$ cat src/rtl/mux_pkg.sv
// Shared constants and helpers for the rr_mux_n stream multiplexer.
// Mode encodings and round-robin pointer arithmetic.
package mux_pkg;

  localparam logic MODE_RR    = 1'b0;
  localparam logic MODE_FIXED = 1'b1;

  function automatic int unsigned ptr_inc(
    input int unsigned g,
    input int unsigned ch
  );
    return (g == ch - 32'd1) ? 32'd0 : g + 32'd1;
  endfunction

  function automatic int unsigned idx_add(
    input int unsigned a,
    input int unsigned b,
    input int unsigned ch
  );
    int unsigned s;
    s = a + b;
    if (s >= ch) s = s - ch;
    return s;
  endfunction

endpackage

$ cat src/rtl/rr_pick.sv
// Combinational round-robin picker: rotate by ptr,
// priority-encode the lowest request, then un-rotate.
module rr_pick
  import mux_pkg::*;
#(
  parameter int CH = 4,
  parameter int SW = $clog2(CH)
) (
  input  logic [CH-1:0] req,
  input  logic [SW-1:0] ptr,
  output logic          gnt_vld,
  output logic [SW-1:0] gnt_idx
);

  logic [CH-1:0] rot;
  logic [SW-1:0] off;
  logic          vld;

  always_comb begin
    rot = '0;
    for (int i = 0; i < CH; i++) begin
      rot[i] = req[SW'(idx_add(32'(ptr), i, CH))];
    end
  end

  always_comb begin
    off = '0;
    vld = 1'b0;
    for (int i = CH - 1; i >= 0; i--) begin
      if (rot[i]) begin
        vld = 1'b1;
        off = SW'(i);
      end
    end
  end

  assign gnt_vld = vld;
  assign gnt_idx = SW'(idx_add(32'(ptr), 32'(off), CH));

endmodule

$ cat src/rtl/rr_mux_n.sv
// Registered N-channel stream mux with round-robin or fixed select.
// One holding register on the output; input side is purely combinational.
module rr_mux_n
  import mux_pkg::*;
#(
  parameter int CH = 4,
  parameter int W  = 8,
  parameter int SW = $clog2(CH)
) (
  input  logic            clk,
  input  logic            rst_n,
  input  logic [CH*W-1:0] in_data,
  input  logic [CH-1:0]   in_valid,
  output logic [CH-1:0]   in_ready,
  input  logic            mode,
  input  logic [SW-1:0]   fix_sel,
  output logic [W-1:0]    out_data,
  output logic [SW-1:0]   out_ch,
  output logic            out_valid,
  input  logic            out_ready
);

  logic          out_valid_q, out_valid_d;
  logic [W-1:0]  out_data_q,  out_data_d;
  logic [SW-1:0] out_ch_q,    out_ch_d;
  logic [SW-1:0] ptr_q,       ptr_d;

  logic          rr_vld;
  logic [SW-1:0] rr_idx;
  logic          fix_vld;
  logic          gnt_vld;
  logic [SW-1:0] gnt_idx;
  logic          load_en;
  logic          xfer;
  logic [W-1:0]  sel_data;

  rr_pick #(
    .CH (CH),
    .SW (SW)
  ) u_pick (
    .req     (in_valid),
    .ptr     (ptr_q),
    .gnt_vld (rr_vld),
    .gnt_idx (rr_idx)
  );

  // out-of-range fix_sel matches no channel, so it grants nothing
  always_comb begin
    fix_vld = 1'b0;
    for (int k = 0; k < CH; k++) begin
      if (fix_sel == SW'(k) && in_valid[k]) fix_vld = 1'b1;
    end
  end

  always_comb begin
    gnt_vld = 1'b0;
    gnt_idx = '0;
    unique case (mode)
      MODE_RR: begin
        gnt_vld = rr_vld;
        gnt_idx = rr_idx;
      end
      MODE_FIXED: begin
        gnt_vld = fix_vld;
        gnt_idx = fix_sel;
      end
      default: ;
    endcase
  end

  assign load_en = !out_valid_q || out_ready;
  assign xfer    = load_en && gnt_vld;

  always_comb begin
    in_ready = '0;
    sel_data = '0;
    for (int k = 0; k < CH; k++) begin
      if (gnt_idx == SW'(k)) begin
        in_ready[k] = xfer;
        sel_data    = in_data[k*W +: W];
      end
    end
  end

  always_comb begin
    out_valid_d = out_valid_q;
    out_data_d  = out_data_q;
    out_ch_d    = out_ch_q;
    ptr_d       = ptr_q;
    unique case (1'b1)
      xfer: begin
        out_valid_d = 1'b1;
        out_data_d  = sel_data;
        out_ch_d    = gnt_idx;
        if (mode == MODE_RR) begin
          ptr_d = SW'(ptr_inc(32'(gnt_idx), CH));
        end
      end
      (!xfer && out_ready): begin
        out_valid_d = 1'b0;
      end
      default: ;
    endcase
  end

  always_ff @(posedge clk or negedge rst_n) begin
    if (!rst_n) begin
      out_valid_q <= 1'b0;
      out_data_q  <= '0;
      out_ch_q    <= '0;
      ptr_q       <= '0;
    end else begin
      out_valid_q <= out_valid_d;
      out_data_q  <= out_data_d;
      out_ch_q    <= out_ch_d;
      ptr_q       <= ptr_d;
    end
  end

  assign out_valid = out_valid_q;
  assign out_data  = out_data_q;
  assign out_ch    = out_ch_q;

endmodule
$ cat config.mk
export PLATFORM = sky130hd
export DESIGN_NAME = rr_mux_n
export DESIGN_NICKNAME = d
export VERILOG_FILES = /design/src/rtl/mux_pkg.sv /design/src/rtl/rr_pick.sv /design/src/rtl/rr_mux_n.sv
export SDC_FILE = /design/constraint.sdc
export NUM_CORES = 1
export LEC_CHECK = 0
export CORE_ASPECT_RATIO = 1.75
export CORE_MARGIN = 2
export CORE_UTILIZATION = 40
export DETAILED_ROUTE_END_ITERATION = 10
export PLACE_DENSITY = 0.8
export SYNTH_ARGS = -nofsm -noshare
export SYNTH_HDL_FRONTEND = slang
export SYNTH_SLANG_ARGS = --single-unit
$ cat constraint.sdc
create_clock -name clk -period 11.79 [get_ports clk]
set_input_delay 2.9475 -clock clk [delete_from_list [all_inputs] [get_ports clk]]
set_output_delay 2.9475 -clock clk [all_outputs]
set_load 0.01 [all_outputs]
==> out/metrics.cfg <==
[critical_path]
crit_type=in -> out
rrSetupSlack_ps=8060
worstPathArrival_ps=6710
cp_max_fo=17
critPathLaunchType=input port
rr_startpoint=ptr_q[1]$_DFFE_PN0P_
crit_path_end_kind=output port
worstPathRequired_ps=8840
startpoint=in_valid[0]

[grt]
first_global_vias=1233
antenna_found_initial=0
grt_max_degree=18
grt_pass1_wl_mm=5.03
grt.overflow.total=0
track_usage=0.190

[synth]
ys_seq_area_frac=0.275
ys_warn_count=0
synth_simple_gate_area_frac=0.242
ys_types=41
synth_xor_area_frac=0.00740
synth.cell_area_um2=1180
synth_edf_count=0
synth_compound_area_frac=0.202
synth_adder_area_share=0.0529
synth.area.mux_share=0.165
synthFlopType=dfrtp_1
synth_async_sr_flop_share=1.00
synth-seq-cells=13
synth.avg_cell_area_um2=9.70
synth_fp_nets=169
synth_top_family_by_area=simple AND/OR/NAND/NOR gates
netlist_instances=122

[drt]
drc=0
wl_per_cell_um=15.0
via_count=1151
drtIter0Drc=18
viasPerCell=5.73
wl_mm=3.02
ant_nets=0
dr.pass1.iters=4

[timing]
tightest_slew_ps=687
setup_tns_ps=0
min_period_over_period=0.819
fin_worst_hold_slack_ps=510
setup_violations=0
min_period_ps=9660
timing.fmax_ghz=0.104
skew_ps=3.59
grt_setup_unrepaired=false
report.final.slew_viol_count=0
hold_violations=0
maxSlewHeadroom=0.540

[final_layout]
design_area_um2=1770
drive_above_1_share=0.162
ff_latch_area_um2=325
fill_cells=250
layout_commonest_cell=clkdlybuf4s50_1
fin_cells=201
mostFrequentLayoutCells=56 x clkdlybuf4s50_1, 13 x dfrtp_1, 12 x nand2_1
multi_input_area_um2=792
area_delta_synth_final_pct=49.8
fin_util=0.619
fin_nets=221
antennaDiodeCount=0

[clocking]
cts_tree=yes
clk_path_buf_depth=2
cts_buffers=3
clock_latency_ps=240
htreeDepth=1
postCtsResizedCells=0
post-cts-setup-buffer-count=0
cts_hold_buffers=0
cts_root_buf=clkbuf_8
cts.sinks=13
clkTransAtPathRegs_ps=50

[power]
p_sw_frac=0.389
power_density_nw_per_um2=214
combinationalPowerShare=0.672
p_clk_frac=0.104
p_leak_nw=0.725
p_int_uw=231
peakVddDrop_uv=137
p_switching_uw=147
seqPwrFrac=0.224

[die]
die_h_um=76.0
num_io_pins=57
core_area_um2=2860
start_util=0.413
rows=26
dieArea_um2=3430
fp.dieW_um=45.1

[outcome]
status=finished, final reports clean

[worst_hold_path]
hold_path_class=reg -> reg
hp-start=out_data[0]$_DFFE_PN0P_

[placed_design]
globalplace.congestion=0.896
portBuffers=56
dp_cells=197
post_dp_cell_area_um2=1730
dp_hpwl_mm=2.56

[job]
max_cap_viol_count=0

-- layout make-up --
| type | instances | share of cell area |
|---|---|---|
| multi-input cells | 96 | 0.447 |
| repair buffers | 56 | 0.316 |
| flip-flops and latches | 13 | 0.183 |
| clock buffers | 4 | 0.0254 |
| well taps | 28 | 0.0198 |
| inverters | 4 | 0.00847 |
-- cells in the mapped netlist (2+ instances only) --
cell | instances | area (um2)
mux2_2 | 8 | 90.1
mux2_4 | 5 | 75.1
mux2i_1 | 3 | 30.0
inv_1 | 4 | 15.0
a221oi_1 | 8 | 70.1
nand2_1 | 12 | 45.0
o31ai_1 | 8 | 60.1
nor2b_1 | 11 | 68.8
buf_6 | 2 | 22.5
and2_2 | 4 | 30.0
ha_1 | 5 | 62.6
buf_2 | 2 | 10.0
nor2_1 | 4 | 15.0
dfrtp_1 | 13 | 325
nor3_1 | 2 | 10.0
nor3b_1 | 2 | 15.0
clkbuf_1 | 5 | 18.8
-- stage by stage --
stage                     total power [mW]  setup slack (ps)
final                                0.379              2130
after global routing                 0.408              1850
after CTS                            0.381              2140
after detailed placement             0.340              2170
after global placement               0.330              2300
after floorplan                      0.251              3450
-- metal layers --
metal	GRT usage	share of wire	vias up
met3	0.0548	0.083	9
li1	-	-	552
met5	0	0	-
met1	0.183	0.34	535
met2	0.336	0.55	55
met4	0.103	0.025	0
-- kinds of logic (layout without fill, tap and decap cells) --
group           count (synthesis)  in the layout
flops                          13             13
buf+inv                        13             64
xor+xnor                        1              1
simple gates                   45             45
fa+ha+maj                       5              5
mux                            16             16
compound gates                 29             29
-- registers in the layout, summed over array words and instances (netlist names) --
name,count
ptr_q,2
out_ch,2
out_valid,1
out_data,8
-- path summary, 6_finish.rpt --
path | end | depth (start not counted)
setup / recovery | in_ready[3] | 13
hold / removal | out_data[0]$_DFFE_PN0P_ | 1
setup reg to reg | out_data[2]$_DFFE_PN0P_ | 14
hold reg to reg | out_data[0]$_DFFE_PN0P_ | 1
max in group asynchronous | ptr_q[1]$_DFFE_PN0P_ | 1
min in group asynchronous | out_valid$_DFFE_PN0P_ | 1
-- power by group through the flow --
stage	clock network, mW	logic, mW	registers, mW
CTS	0.0398	0.257	0.0848
floorplan	0	0.167	0.0836
finish	0.0393	0.254	0.0849
global route	0.0415	0.279	0.0880
global placement	0	0.247	0.0833
detailed placement	0	0.255	0.0851
-- critical path: stages --
cell	delay, ps
clkdlybuf4s50_1	660
inv_1	110
or3_1	320
o211ai_1	100
o31a_1	160
ha_1	160
xor2_1	270
a2111oi_0	130
a221oi_1	390
and2_1	220
ha_1	490
and2_2	240
clkdlybuf4s50_1	520
No activity file was read; power rests on OpenSTA's default activity.
